$ cat src/rtl/hamming74_pkg.sv
// Shared Hamming (7,4) definitions: codeword bit positions, syndrome type and
// helpers used by both the encoder and the decoder.
package hamming74_pkg;

    localparam int CODE_W = 7;
    localparam int DATA_W = 4;

    // Codeword bit i holds Hamming position i+1.
    localparam int P1_IDX = 0;
    localparam int P2_IDX = 1;
    localparam int D0_IDX = 2;
    localparam int P3_IDX = 3;
    localparam int D1_IDX = 4;
    localparam int D2_IDX = 5;
    localparam int D3_IDX = 6;

    typedef logic [CODE_W-1:0] code_t;
    typedef logic [DATA_W-1:0] data_t;
    typedef logic [2:0]        syndrome_t;

    // Bit p set when Hamming position p carries a data bit: {3,5,6,7}.
    localparam logic [7:0] DATA_POS_MASK = 8'b1110_1000;

    function automatic syndrome_t calc_syndrome(input code_t c);
        syndrome_t s;
        s[0] = c[P1_IDX] ^ c[D0_IDX] ^ c[D1_IDX] ^ c[D3_IDX];
        s[1] = c[P2_IDX] ^ c[D0_IDX] ^ c[D2_IDX] ^ c[D3_IDX];
        s[2] = c[P3_IDX] ^ c[D1_IDX] ^ c[D2_IDX] ^ c[D3_IDX];
        return s;
    endfunction

    function automatic logic is_data_pos(input syndrome_t s);
        return DATA_POS_MASK[s];
    endfunction

    function automatic data_t extract_data(input code_t c);
        return {c[D3_IDX], c[D2_IDX], c[D1_IDX], c[D0_IDX]};
    endfunction

endpackage

$ cat src/rtl/hamming74_syndrome.sv
// Combinational syndrome computation and single-bit correction of one codeword.
module hamming74_syndrome
    import hamming74_pkg::*;
(
    input  code_t     code_i,
    output syndrome_t syndrome_o,
    output data_t     data_o
);

    code_t flip;
    code_t fixed;

    assign syndrome_o = calc_syndrome(code_i);

    // A nonzero syndrome names the faulty position directly (1-based).
    always_comb begin
        flip = '0;
        if (syndrome_o != '0) begin
            flip = code_t'(1) << (syndrome_o - 3'd1);
        end
        fixed = code_i ^ flip;
    end

    assign data_o = extract_data(fixed);

endmodule

$ cat src/rtl/hamming74_decoder.sv
// Two-stage Hamming (7,4) decoder with valid/ready handshake, whole-pipe stall
// and a saturating count of corrected output words.
module hamming74_decoder
    import hamming74_pkg::*;
#(
    parameter int CNT_W = 16
) (
    input  logic             clk,
    input  logic             rst,
    input  logic             in_valid,
    output logic             in_ready,
    input  logic [6:0]       in_code,
    output logic             out_valid,
    input  logic             out_ready,
    output logic [3:0]       out_data,
    output logic [2:0]       out_syndrome,
    output logic             out_err,
    output logic             out_data_err,
    input  logic             cnt_clear,
    output logic [CNT_W-1:0] err_count
);

    logic             adv;
    logic             out_xfer;

    logic             s1_vld_q, s1_vld_d;
    code_t            s1_code_q, s1_code_d;
    syndrome_t        s1_syn_q, s1_syn_d;

    logic             s2_vld_q, s2_vld_d;
    data_t            s2_data_q, s2_data_d;
    syndrome_t        s2_syn_q, s2_syn_d;
    logic             s2_err_q, s2_err_d;
    logic             s2_derr_q, s2_derr_d;

    logic [CNT_W-1:0] cnt_q, cnt_d;

    syndrome_t        fix_syn;
    data_t            fix_data;

    hamming74_syndrome u_fix (
        .code_i     (s1_code_q),
        .syndrome_o (fix_syn),
        .data_o     (fix_data)
    );

    assign adv      = !s2_vld_q || out_ready;
    assign in_ready = adv;
    assign out_xfer = s2_vld_q && out_ready;

    always_comb begin
        s1_vld_d  = s1_vld_q;
        s1_code_d = s1_code_q;
        s1_syn_d  = s1_syn_q;
        s2_vld_d  = s2_vld_q;
        s2_data_d = s2_data_q;
        s2_syn_d  = s2_syn_q;
        s2_err_d  = s2_err_q;
        s2_derr_d = s2_derr_q;
        if (adv) begin
            s1_vld_d = in_valid;
            if (in_valid) begin
                s1_code_d = in_code;
                s1_syn_d  = calc_syndrome(in_code);
            end
            s2_vld_d = s1_vld_q;
            // Flags come off the registered S1 syndrome, keeping them off the correction path.
            if (s1_vld_q) begin
                s2_data_d = fix_data;
                s2_syn_d  = fix_syn;
                s2_err_d  = (s1_syn_q != '0);
                s2_derr_d = is_data_pos(s1_syn_q);
            end
        end
    end

    always_comb begin
        cnt_d = cnt_q;
        if (cnt_clear) begin
            cnt_d = '0;
        end else if (out_xfer && s2_err_q && (cnt_q != '1)) begin
            cnt_d = cnt_q + 1'b1;
        end
    end

    always_ff @(posedge clk) begin
        if (rst) begin
            s1_vld_q  <= 1'b0;
            s1_code_q <= '0;
            s1_syn_q  <= '0;
            s2_vld_q  <= 1'b0;
            s2_data_q <= '0;
            s2_syn_q  <= '0;
            s2_err_q  <= 1'b0;
            s2_derr_q <= 1'b0;
            cnt_q     <= '0;
        end else begin
            s1_vld_q  <= s1_vld_d;
            s1_code_q <= s1_code_d;
            s1_syn_q  <= s1_syn_d;
            s2_vld_q  <= s2_vld_d;
            s2_data_q <= s2_data_d;
            s2_syn_q  <= s2_syn_d;
            s2_err_q  <= s2_err_d;
            s2_derr_q <= s2_derr_d;
            cnt_q     <= cnt_d;
        end
    end

    assign out_valid    = s2_vld_q;
    assign out_data     = s2_data_q;
    assign out_syndrome = s2_syn_q;
    assign out_err      = s2_err_q;
    assign out_data_err = s2_derr_q;
    assign err_count    = cnt_q;

endmodule

$ cat config.mk
export PLATFORM = sky130hd
export DESIGN_NAME = hamming74_decoder
export DESIGN_NICKNAME = d
export VERILOG_FILES = /design/src/rtl/hamming74_pkg.sv /design/src/rtl/hamming74_syndrome.sv /design/src/rtl/hamming74_decoder.sv
export SDC_FILE = /design/constraint.sdc
export NUM_CORES = 1
export LEC_CHECK = 0
export CORE_ASPECT_RATIO = 0.5
export CORE_MARGIN = 4
export CORE_UTILIZATION = 38
export CTS_CLUSTER_DIAMETER = 30
export DETAILED_ROUTE_END_ITERATION = 10
export MAX_ROUTING_LAYER = met4
export PLACE_DENSITY = 0.65
export SYNTH_ARGS = -nofsm -noshare
export SYNTH_HDL_FRONTEND = slang
export SYNTH_SLANG_ARGS = --single-unit
$ cat constraint.sdc
create_clock -name clk -period 2.3 [get_ports clk]
set_input_delay 0.46 -clock clk [delete_from_list [all_inputs] [get_ports clk]]
set_output_delay 0.46 -clock clk [all_outputs]
set_load 0.03 [all_outputs]
==> results.md <==
• **Post-DRT Antenna Nets** 0
• **I/O pins** 39
• **CTS max path bufs** 2
• **number of synthesized register bits** 37
• **number of distinct standard cells referenced by the synthesized netlist** 34
• **H-tree lvl count** 2
• **setup repair after global routing missed its margin** no
• **diode insertion count for antenna repair** 0
• **number of global-route vias before repair** 1468
• **worst path buffer plus inverter count** 0
• **pins over their slew limit** 0
• **Crit. End Element** flop
• **half-perimeter wire length of the detailed placement result** 2890 µm
• **Final Hold Fails** 0
• **Power per Cell Area** 593 nW/µm²
• **fraction of layout cells with a size suffix above 1** 12.4%
• **via total after detailed routing** 1667
• **antenna violations before repair** 0
• **insertion delay of the later-clocked pin in the worst-skew pair** 0.29 ns
• **most used cells in the layout excluding fill and tap cells** sky130_fd_sc_hd__clkdlybuf4s50_1, sky130_fd_sc_hd__dfxtp_1, sky130_fd_sc_hd__nand2_1
• **Pwr Total** 0.00144 W
• **count of unresolved DRC violations after routing** 0
• **syn_area_per_cell** 8.46 µm²
• **worst hold path type** reg -> reg
• **Synth async-reset ratio** 0%
• **metal2 WL** 2010 µm
• **Starting Density** 40.0%
• **total met3 wirelength after detailed routing** 148 µm
• **floorplan die height** 56.4 µm
• **Wirelength per Cell** 12.8 µm
• **most common cell after layout, fill and taps aside** sky130_fd_sc_hd__clkdlybuf4s50_1
• **area taken by multi-input logic gates** 1060 µm²
• **width of the die** 105 µm
• **placeable core region** 4450 µm²
• **max-cap violation count** 0
• **FF-to-FF setup slack** 0.12 ns
• **router iterations before antenna repair** 4
• **peak per-stage delay on the critical path** 0.41 ns
• **number of warning messages in the yosys log** 0
• **LEAKAGE** 0.782 nW
• **gate count after technology mapping** 210
• **kind of cell adding the most delay to the critical path** simple AND/OR/NAND/NOR gates
• **Avg Vias per Cell** 5.29
• **wire length after detailed routing** 4040 µm
• **setup slack of the critical path after layout** 0.117 ns
• **kind of start point of the critical path** flop
• **data arrival time of the worst path** 2.40 ns
• **required arrival time at the worst endpoint** 2.51 ns
• **share of the yosys chip area belonging to registers** 41.7%
• **shortest clock period the worst path allows after layout** 2.18 ns
• **CTS tree** done
• **cell area after technology mapping** 1780 µm²
• **transition time of the tightest slew-check pin** 0.667 ns
• **highest metal layer with signal wires** met4
• **Place WS** -0.0473 ns
• **pin count of the biggest net entering global routing** 22
• **commonest register cell after synthesis** sky130_fd_sc_hd__dfxtp_1
• **PortBufs** 38
• **classification of the worst setup path** reg -> reg
• **placed cells** 304
• **fillers** 430
• **number of non-filler instances in the completed layout** 315
• **Syn Nets** 224
• **Peak VDD IR** 0.260 mV
• **Detailed Route Iter0 Violations** 28
• **status** complete, no violations
• **max-slew headroom at the worst pin** 55.0%
• **GR Overflow Total** 0
• **total clock buffers created by CTS** 5
• **standard cell with the maximum stage delay on the critical path** sky130_fd_sc_hd__or4_1
• **cell at the root of the clock tree** sky130_fd_sc_hd__clkbuf_8
• **count of standard-cell rows** 17
• **top fanout value on the critical path** 6
• **Final Core Density** 54.7%
• **number of enable flip-flop cells after synthesis** 0
• **Final setup viols** 0
• **Die ar.** 5900 µm²
• **Final Hold Slack** 0.454 ns
• **critical path cell sequence** xnor2_2 -> xor2_1 -> nor2_1 -> ha_1 -> or2_4 -> or4_1 -> a311oi_2
• **wire length of the first global-routing pass** 6530 µm
• **GRT Total Usage** 13.6%
• **setup skew after layout** 0.0106 ns
• **Clock Sinks** 37
• **fmax** 458 MHz
• **routability congestion estimate** 0.843
• **area added between synthesis and finish** 37.0%
• **routed metal-1 wirelength** 1840 µm
• **number of nets in the final layout** 271
• **FF/Latch Area** 748 µm²
• **final critical-path share of the clock period** 94.9%
• **CTS clock-pin slew for the worst setup and hold paths** 0.08 ns
-- timing repair --
item	4_1_cts	5_1_grt
setup endpoints to repair	3	3
gates resized for setup	2	13
hold buffers	0	0
cloned	0	0
endpoints found under the hold margin	0	0
buffers inserted	1	2
pin swaps	1	3
-- metal layers --
metal | global-route usage, % | vias to the layer above
met3 | 3.44 | 4
met2 | 22.9 | 27
met1 | 16.3 | 759
li1 | - | 877
met5 | - | -
met4 | 3.74 | 0
-- cell families (layout without fill, tap and decap cells) --
family / after synthesis / after routing / share of synthesized area, %
and+or+nand+nor: 82 / 82 / 23.5
AOI/OAI and AO/OA: 58 / 58 / 21.4
DFF: 37 / 37 / 41.7
xor gates and xnor gates: 18 / 18 / 9.30
buffers and inverters: 13 / 61 / 2.75
adders and majority gates: 2 / 2 / 1.41
-- flip-flops by register name, summed over array words and instances (netlist names) --
register and flops:
err_count 16, out_data 4, out_data_err 1, out_err 1, out_syndrome 3, out_valid 1
s1_code_q 7, s1_syn_q 3, s1_vld_q 1
-- final cells by class --
cell class | count | area share, %
Multi-Input combinational cell | 160 | 43.7
Inverter | 6 | 0.925
Clock inverter | 2 | 0.411
Sequential cell | 37 | 30.7
Timing Repair Buffer | 47 | 18.3
Clock buffer | 6 | 2.98
Tap cell | 57 | 2.93
-- power breakdown --
group          internal, W  total [W]  switching (W)
sequential        0.000669   0.000694      0.0000251
combinational     0.000146   0.000303       0.000157
clock             0.000210   0.000446       0.000236
total              0.00102    0.00144       0.000418
-- path summary, 6_finish.rpt --
| check | from | endpoint | cells after the start |
|---|---|---|---|
| setup / recovery | s1_code_q[6]$_SDFFE_PP0P_ | out_data[3]$_SDFFE_PP0P_ | 7 |
| hold / removal | s1_vld_q$_SDFFE_PP0N_ | s1_vld_q$_SDFFE_PP0N_ | 2 |
| setup reg to reg | s1_code_q[6]$_SDFFE_PP0P_ | out_data[3]$_SDFFE_PP0P_ | 7 |
| hold reg to reg | s1_vld_q$_SDFFE_PP0N_ | s1_vld_q$_SDFFE_PP0N_ | 2 |
-- through the flow --
step	area, µm²	TNS [ns]
2_1_floorplan	1780	0
3_3_place_gp	2240	0
3_5_place_dp	2240	-0.0987
4_1_cts	2340	0
5_1_grt	2430	0
6_report	2430	0
-- tightest hold or removal path, cell delays in order, from the launching register on --
cell and delay [ns]:
sky130_fd_sc_hd__dfxtp_1 0.31, sky130_fd_sc_hd__nand2_1 0.05, sky130_fd_sc_hd__a21oi_1 0.05
-- cell usage after synthesis, drive strengths merged, types with 6 or more instances --
library cell | instances | share of area [%]
dfxtp | 37 | 42
xnor2 | 12 | 6.3
or4 | 10 | 4.2
o31ai | 11 | 4.6
xor2 | 6 | 3.0
o21ai | 7 | 2.0
inv | 6 | 1.3
nand3 | 7 | 2.0
nand2 | 23 | 4.9
a21oi | 20 | 5.6
a211oi | 8 | 3.4
nor2 | 17 | 3.6
clkbuf | 6 | 1.3
No activity file was read; power rests on OpenSTA's default activity.
